<file path="src/rtl/mod_n_bcd_counter_pkg.sv">
// Shared digit type and modulo helpers for the two-digit BCD modulo-N counter.
// Pure declarations; no logic, no latency, no flow control.
package mod_n_bcd_counter_pkg;

    localparam logic [3:0] BCD_MAX        = 4'd9;
    localparam int         TENS_W_DEFAULT = 3;

    typedef logic [3:0] bcd_t;

    // Tens and ones digits of the terminal value MODULO-1.
    function automatic int tens_max(input int modulo);
        return (modulo - 1) / 10;
    endfunction

    function automatic int ones_max(input int modulo);
        return (modulo - 1) % 10;
    endfunction

endpackage

</file>
<file path="src/rtl/mod_n_bcd_counter_digit.sv">
// One BCD digit register with load, increment/decrement and wrap at wrap_hi.
// Latency: 1 clk; backpressure: none, inc/dec/load strobes are acted on every edge.
module mod_n_bcd_counter_digit #(
    parameter int W = 4
) (
    input  logic         clk_i,
    input  logic         rst_i,
    input  logic         up_i,
    input  logic         inc_i,
    input  logic         dec_i,
    input  logic         load_i,
    input  logic [W-1:0] load_val_i,
    input  logic [W-1:0] wrap_hi_i,
    output logic [W-1:0] value_o,
    output logic         tc_o
);

    logic [W-1:0] value_q;
    logic [W-1:0] value_d;

    always_comb begin
        value_d = value_q;
        if (load_i) begin
            value_d = load_val_i;
        end else if (inc_i) begin
            value_d = (value_q == wrap_hi_i) ? '0 : value_q + W'(1);
        end else if (dec_i) begin
            value_d = (value_q == '0) ? wrap_hi_i : value_q - W'(1);
        end
    end

    always_ff @(posedge clk_i) begin
        if (!rst_i) begin
            value_q <= '0;
        end else begin
            value_q <= value_d;
        end
    end

    // Terminal in the current direction: at wrap_hi going up, at zero going down.
    assign tc_o    = up_i ? (value_q == wrap_hi_i) : (value_q == '0);
    assign value_o = value_q;

endmodule

</file>
<file path="src/rtl/mod_n_bcd_counter.sv">
// Two-digit BCD modulo-N up/down counter with parallel load and chainable carry/borrow.
// Latency: 1 clk for the count, carry combinational; backpressure: none, en is the only gate.
module mod_n_bcd_counter
    import mod_n_bcd_counter_pkg::*;
#(
    parameter int MODULO = 60,
    parameter int TENS_W = TENS_W_DEFAULT
) (
    input  logic              clk_i,
    input  logic              rst_i,
    input  logic              en_i,
    input  logic              up_i,
    input  logic              load_i,
    input  logic [3:0]        load_ones_i,
    input  logic [TENS_W-1:0] load_tens_i,
    output logic [3:0]        ones_o,
    output logic [TENS_W-1:0] tens_o,
    output logic              carry_o,
    output logic              load_err_o
);

    localparam logic [TENS_W-1:0] TENS_MAX = TENS_W'(tens_max(MODULO));
    localparam bcd_t              ONES_MAX = 4'(ones_max(MODULO));
    localparam logic [7:0]        MOD_V    = 8'(MODULO);

    bcd_t              ones;
    logic [TENS_W-1:0] tens;
    logic              ones_tc;
    logic              tens_tc;

    logic [7:0]        load_v;
    logic              load_ok;
    logic              cnt;
    logic              term;
    logic              wrap;
    logic              dig_load;
    logic              ones_inc;
    logic              ones_dec;
    logic              tens_inc;
    logic              tens_dec;
    bcd_t              ones_ld_val;
    logic [TENS_W-1:0] tens_ld_val;

    logic              load_err_q;
    logic              load_err_d;

    assign load_v  = 8'(load_tens_i) * 8'd10 + 8'(load_ones_i);
    assign load_ok = (load_ones_i <= BCD_MAX) && (8'(load_tens_i) <= 8'(BCD_MAX)) && (load_v < MOD_V);

    // The tens digit does not wrap at 9 for MODULO=60/24/12, so the terminal value
    // is detected on the whole count rather than by chaining digit terminals.
    assign term = up_i ? (tens_tc && (ones == ONES_MAX)) : (tens_tc && ones_tc);
    assign cnt  = en_i & ~load_i;
    assign wrap = cnt & term;

    assign dig_load    = (load_i & load_ok) | wrap;
    assign ones_ld_val = load_i ? load_ones_i : (up_i ? 4'd0 : ONES_MAX);
    assign tens_ld_val = load_i ? load_tens_i : (up_i ? '0 : TENS_MAX);

    assign ones_inc = cnt & up_i & ~term;
    assign ones_dec = cnt & ~up_i & ~term;
    assign tens_inc = ones_inc & ones_tc;
    assign tens_dec = ones_dec & ones_tc;

    mod_n_bcd_counter_digit #(.W(4)) u_ones (
        .clk_i      (clk_i),
        .rst_i      (rst_i),
        .up_i       (up_i),
        .inc_i      (ones_inc),
        .dec_i      (ones_dec),
        .load_i     (dig_load),
        .load_val_i (ones_ld_val),
        .wrap_hi_i  (BCD_MAX),
        .value_o    (ones),
        .tc_o       (ones_tc)
    );

    mod_n_bcd_counter_digit #(.W(TENS_W)) u_tens (
        .clk_i      (clk_i),
        .rst_i      (rst_i),
        .up_i       (up_i),
        .inc_i      (tens_inc),
        .dec_i      (tens_dec),
        .load_i     (dig_load),
        .load_val_i (tens_ld_val),
        .wrap_hi_i  (TENS_MAX),
        .value_o    (tens),
        .tc_o       (tens_tc)
    );

    assign load_err_d = load_i & ~load_ok;

    always_ff @(posedge clk_i) begin
        if (!rst_i) begin
            load_err_q <= 1'b0;
        end else begin
            load_err_q <= load_err_d;
        end
    end

    assign ones_o     = ones;
    assign tens_o     = tens;
    assign carry_o    = rst_i & wrap;
    assign load_err_o = load_err_q;

endmodule

</file>
<file path="config.mk">
export PLATFORM = sky130hd
export DESIGN_NAME = mod_n_bcd_counter
export DESIGN_NICKNAME = d
export VERILOG_FILES = /design/src/rtl/mod_n_bcd_counter_pkg.sv /design/src/rtl/mod_n_bcd_counter_digit.sv /design/src/rtl/mod_n_bcd_counter.sv
export SDC_FILE = /design/constraint.sdc
export NUM_CORES = 1
export LEC_CHECK = 0
export BUFFER_PORTS_ARGS = -buffer_cell sky130_fd_sc_hd__buf_2
export CAP_MARGIN = 5
export CORE_MARGIN = 4
export CORE_UTILIZATION = 40
export DETAILED_ROUTE_END_ITERATION = 10
export GPL_ROUTABILITY_DRIVEN = 0
export SLEW_MARGIN = 15
export SYNTH_ARGS = -nofsm -noshare
export SYNTH_HDL_FRONTEND = slang
export SYNTH_SLANG_ARGS = --single-unit
</file>
<file path="constraint.sdc">
create_clock -name clk_i -period 6.6 [get_ports clk_i]
set_clock_uncertainty 0.1 [all_clocks]
set_input_delay 0.33 -clock clk_i [delete_from_list [all_inputs] [get_ports clk_i]]
set_output_delay 0.33 -clock clk_i [all_outputs]
set_load 0.01 [all_outputs]
</file>
==> results.ini, run 1 <==
[detailed_routing]
routed_wl_mm=2.50
drtIter0Drc=31
drt_first_pass_iters=4
vias_per_cell=6.19
ant_nets=0
wl_per_cell_um=14.8
drc=0
num_vias=1046

[clocking]
path_clk_slew_ns=0.05
post_cts_buffers=0
clock_sinks=8
cts_inserted_buffers=3
clkLatencyLatePin_ns=0.26
cts-root-buf=clkbuf_4
cts_hold_buffers=0
htreeDepth=1
cts_resized=0
cts_tree=done
clk_path_buf_depth=2

[critical_path]
endpoint_kind=register
critPathTopFamily=simple AND/OR/NAND/NOR gates
r2r_cells=5
cp.arrival_ns=2.70
critPathMaxFanout=7
max_stage_delay_ns=0.66
cp_slowest_cell=nor3_1
cp-start-kind=input pin
r2r_start=u_ones.value_o[1]
critPathRequiredTime_ns=6.61
critPathKind=in2reg
path_cells=buf_2 > ha_1 > ha_1 > nand4_1 > a21boi_0 > o32a_1 > nor3_1 > o21ai_0
r2r_slack_ns=4.01
crit_buf_inv=1
cp_common_cell=ha_1
reg2reg_to=u_tens.value_o[1]

[yosys]
synth.distinct_cells=51
ys_seq_elements=8
netlist_area_um2=980
ys_seq_area_frac=0.163
ys_warn_count=0
synth_common_cells=9 x o21ai_0, 8 x dfxtp_1, 8 x inv_1, 8 x nand2_1, 6 x ha_1
netlist_instances=127
synthArstFlopShare=0
ys.flop_type=dfxtp_1
syn_avg_cell_area_um2=7.71
yosys.area.top_type=dfxtp_1
synth.top_cell.area_share=0.163
synth-edff-count=0
synthTopCellsByArea=dfxtp_1 16%, ha_1 7.7%, o21ai_0 4.6%
yosysMostFrequentCell=o21ai_0
synth_nets=146

[status]
status=finished clean

[worst_hold_path]
min_to=u_ones.value_o[1]
whs_path_depth=3
worstHoldStart=load_ones_i[1]
hp-class=in2reg

[global_route]
grt_overflow=0
gr-usage-met1=0.226
met2_usage=0.279
grt_use_met3=0.0204
top_usage_layer=met2
grt_first_pass_wirelength_mm=4.57
grt_pass1_vias=1027
grt_max_degree=13
grt_usage=0.171
antenna_found_initial=0

[floorplan]
die_height_um=57.5
ios=21
core_area_um2=2280
start_util=0.430
rows=17
die_area_um2=3310
die_w_um=57.5

[sta]
rsz0062_at_grt=false
fin_crit_sh=0.408
tightest_slew_ns=0.848
fmax_mhz=371
hold_violations=0
maxSlewHeadroom=0.431
period_minus_slack_ns=2.69
setup_viol=0
timing.setup.tns_ns=0
drv_slew=0

[final_layout]
drive_above_1_share=0.213
multi_input_area_um2=736
fillers=245
final_util=0.476
seq_area_um2=160
final_nets=162
syn2layout_area_growth_pct=10.6
antennaDiodeCount=0

[placed_design]
hpwlAfterDp_mm=1.96
port_buffers=20

[flow_run]
drv_cap=0

[power_and_ir_drop]
p_total_w=0.000189
power_density_nw_per_um2=175
leakage_nw=0.457
ir_drop_uv=105

worst register-to-register path: stages (launching register included):
cell	delay, ns
dfxtp_1	0.40
or4b_1	0.71
or4_1	0.50
and3_1	0.18
o31a_1	0.29
a2111oi_2	0.32
kinds of logic (layout without fill, tap and decap cells):
logic type / after synthesis / count (layout) / synth area share
AND/OR/NAND/NOR: 50 / 50 / 0.307
AO/OA/AOI/OAI: 41 / 41 / 0.309
buffers and inverters: 17 / 31 / 0.0856
flip-flops: 8 / 8 / 0.163
adder cells (fa/ha/maj): 7 / 7 / 0.0971
XOR/XNOR: 2 / 2 / 0.0179
multiplexers: 2 / 2 / 0.0204
how the worst max path moves through the flow:
stage                         startpoint  slack (ns)  cells past startpoint                 to
after floorplan           load_tens_i[0]        4.02                      7  u_ones.value_o[0]
after global routing      load_tens_i[0]        3.69                      8  u_ones.value_o[0]
after detailed placement  load_tens_i[0]        3.63                      8  u_ones.value_o[0]
final                     load_tens_i[0]        3.91                      8  u_ones.value_o[0]
after global placement    load_tens_i[0]        3.69                      8  u_ones.value_o[0]
after CTS                 load_tens_i[0]        3.92                      8  u_ones.value_o[0]
area by class of cell:
class	instances	area share
inverters	8	0.0277
well taps	28	0.0323
repair buffers	20	0.0924
clock buffers	3	0.0208
multi-input cells	102	0.679
flip-flops and latches	8	0.148
state kept, by name, summed over array words and instances, names as in the netlist:
| register | flops |
|---|---|
| u_tens.value_o | 3 |
| load_err_o | 1 |
| u_ones.value_o | 4 |
stage by stage:
stage / area [um2] / setup slack (ns) / hold slack (ns) / instances
after floorplan: 980 / 4.02 / 0.363 / 127
after global placement: 1060 / 3.69 / 0.510 / 166
after detailed placement: 1060 / 3.63 / 0.533 / 166
after CTS: 1080 / 3.92 / 0.255 / 169
after global routing: 1080 / 3.69 / 0.290 / 169
final: 1080 / 3.91 / 0.263 / 169
metal layers:
layer | vias up | wire length (um)
met3 | 4 | 81
met5 | - | 0
met2 | 26 | 1220
met4 | 0 | 29
li1 | 518 | -
met1 | 498 | 1170
layout by cell type, fill, tap and decap left out, drive strengths merged, types with 3 or more instances in the layout:
| cell | Yosys | final |
|---|---|---|
| nand3 | 4 | 4 |
| o21ai | 9 | 9 |
| and3 | 5 | 5 |
| and2 | 3 | 3 |
| buf | 5 | 20 |
| nor3 | 4 | 4 |
| inv | 8 | 8 |
| a21oi | 5 | 5 |
| nor2b | 3 | 3 |
| clkbuf | 4 | 3 |
| o311a | 4 | 4 |
| nand2 | 8 | 8 |
| ha | 6 | 6 |
| a31oi | 3 | 3 |
| dfxtp | 8 | 8 |
| a211oi | 4 | 4 |
| a311oi | 3 | 3 |
| or4 | 3 | 3 |
| nor2 | 5 | 5 |
power by group:
part	switching [W]	internal (W)	total (W)
Sequential	0.0000135	0.0000545	0.0000680
Clock	0.0000162	0.0000208	0.0000370
Combinational	0.0000453	0.0000389	0.0000842
Total	0.0000751	0.000114	0.000189
Note: power is estimated with default switching activity, not from simulation.
==> run 2: changes to the inputs <==
- clock period: 6.6 -> 2.55 ns (I/O delays scaled with it)
==> run 2 against run 1 <==
Effect of this change: global-route usage is 0.87 points lower; sequential share of layout area shrank 0.68 points; final cell count is 4.1% higher; routed wire length rose by 2.2%; die area did not move; register-to-register slack got worse by 3.8 ns; utilization rose by 2.3 points; critical path type is now reg2reg; critical endpoint is now u_tens.value_o[1].
==> results.ini, run 2 (synthesis results as in run 1) <==
[global_route]
grt_first_pass_wirelength_mm=4.30  ; -5.9%
grt_usage=0.162  ; -0.00866
grt_max_degree=13  ; unchanged
grt_pass1_vias=985  ; -4.1%
antenna_found_initial=0  ; unchanged
grt_overflow=0  ; unchanged

[critical_path]
crit_buf_inv=0  ; -1
critPathRequiredTime_ns=2.60  ; -4.01 ns
r2r_slack_ns=0.24  ; -3.77 ns
r2r_start=u_ones.value_o[1]
critPathKind=reg2reg
max_stage_delay_ns=0.57  ; -0.09 ns
critPathMaxFanout=2  ; -5
cp.arrival_ns=2.36  ; -0.34 ns
cp-start-kind=register
critPathTopFamily=simple AND/OR/NAND/NOR gates
endpoint_kind=register
cp_slowest_cell=or4b_1
r2r_cells=5  ; unchanged
path_cells=or4b_1 > or4_1 > and3_1 > o31a_1 > a2111oi_2
reg2reg_to=u_tens.value_o[1]

[sta]
tightest_slew_ns=0.443  ; -0.404 ns
maxSlewHeadroom=0.703  ; +0.273
fin_ws_ns=0.237  ; -3.67 ns
fin_crit_sh=0.907
period_minus_slack_ns=2.31
timing.setup.tns_ns=0  ; unchanged
hold_violations=0  ; unchanged
setup_viol=0  ; unchanged
rsz0062_at_grt=false
fmax_mhz=432
hold_ws_ns=0.0554  ; -0.207 ns
drv_slew=0  ; unchanged

[worst_hold_path]
worstHoldStart=load_ones_i[1]
hp-class=in2reg
min_to=u_ones.value_o[1]
whs_path_depth=3  ; unchanged

[floorplan]
ios=21  ; unchanged
rows=17  ; unchanged
core_area_um2=2280  ; unchanged
die_height_um=57.5  ; unchanged
die_area_um2=3310  ; unchanged
die_w_um=57.5  ; unchanged
start_util=0.430  ; unchanged

[power_and_ir_drop]
power.internal_w=0.000308  ; +170%
p_sw_frac=0.390  ; -0.00648
ir_drop_uv=363  ; +240%
leakage_nw=0.491  ; +7.5%
pwr-share-seq=0.321  ; -0.039
clkPwrFrac=0.189  ; -0.006
switching_power_w=0.000197  ; +160%
power_density_nw_per_um2=445  ; +150%
pwr-share-comb=0.489  ; +0.044

[clocking]
clk_path_buf_depth=2  ; unchanged
clkLatencyLatePin_ns=0.25  ; about the same
cts-root-buf=clkbuf_4
cts_hold_buffers=0  ; unchanged
cts_resized=0  ; unchanged
htreeDepth=1  ; unchanged
clock_sinks=8  ; unchanged
path_clk_slew_ns=0.05  ; about the same
cts_tree=done
cts_inserted_buffers=3  ; unchanged
post_cts_buffers=0  ; unchanged

[final_layout]
stdcell_area_um2=1140  ; +4.8%
syn2layout_area_growth_pct=16.0
drive_above_1_share=0.250  ; +0.0372
seq_area_um2=160  ; unchanged
final_cell_mix=20 x buf_2, 9 x o21ai_0, 8 x inv_1, 8 x nand2_1, 8 x dfxtp_1
final_util=0.499  ; +0.0231
largest_reg_flops=4  ; unchanged
final_common_cell=buf_2
antennaDiodeCount=0  ; unchanged
final_nets=169  ; +4.3%
multi_input_area_um2=736  ; unchanged
fillers=227  ; -7.3%

[flow_run]
drv_cap=0  ; unchanged

[detailed_routing]
wl_per_cell_um=14.5  ; -1.9%
ant_nets=0  ; unchanged
drtIter0Drc=27  ; -13%
num_vias=1062  ; +1.5%
vias_per_cell=6.03  ; -2.5%
drc=0  ; unchanged
routed_wl_mm=2.56  ; +2.2%
drt_first_pass_iters=4  ; unchanged

[status]
status=finished clean

[placed_design]
port_buffers=20  ; unchanged
placed_area_um2=1110  ; +5.0%
hpwlAfterDp_mm=2.05  ; +4.5%
place_ws_ns=0.111  ; -3.51 ns

==> run 2: cell types whose count changed in the layout (fill, tap and decap cells not counted), sizes merged <==
cell	previous run	this run
buf	20	27
==> run 2: cell type report <==
class	instances	area share
Multi-Input combinational cell	102	0.648
Sequential cell	8	0.141
Timing Repair Buffer	27	0.134
Tap cell	28	0.0308
Inverter	8	0.0264
Clock buffer	3	0.0198
==> run 2: worst max path at each step <==
stage | start | endpoint | slack (ns) | depth (start not counted)
after detailed placement | load_tens_i[0] | u_ones.value_o[2] | 0.11 | 8
after CTS | u_ones.value_o[1] | u_tens.value_o[1] | 0.23 | 5
after floorplan | u_ones.value_o[2] | u_tens.value_o[1] | 0.04 | 7
after global placement | load_tens_i[0] | u_ones.value_o[2] | 0.18 | 8
after global routing | u_ones.value_o[1] | u_tens.value_o[1] | 0.12 | 5
final | u_ones.value_o[1] | u_tens.value_o[1] | 0.24 | 5
==> run 2: per-stage QoR <==
stage | instances | power (W)
global placement | 173 | 0.000408
floorplan | 127 | 0.000340
finish | 176 | 0.000506
global route | 176 | 0.000545
CTS | 176 | 0.000509
detailed placement | 173 | 0.000412
==> run 2: metal layers <==
metal | track usage | up-vias | part of all wire
li1 | - | 531 | -
met1 | 0.209 | 489 | 0.44
met2 | 0.265 | 36 | 0.48
met3 | 0.0158 | 6 | 0.050
met4 | 0.0861 | 0 | 0.030
met5 | 0 | - | 0
==> run 2: power by group through the flow <==
stage | Clock, W | Combinational (W) | Sequential [W]
4_1_cts | 0.0000993 | 0.000248 | 0.000162
2_1_floorplan | 0 | 0.000177 | 0.000163
3_3_place_gp | 0 | 0.000244 | 0.000164
6_report | 0.0000956 | 0.000247 | 0.000163
5_1_grt | 0.000102 | 0.000277 | 0.000166
3_5_place_dp | 0 | 0.000247 | 0.000165
==> run 2: tightest hold or removal path, delay by kind of cell <==
| kind | cells | cell delay, ns |
|---|---|---|
| mux | 1 | 0.06 |
| simple gates | 1 | 0.05 |
| buf+inv | 1 | 0.12 |
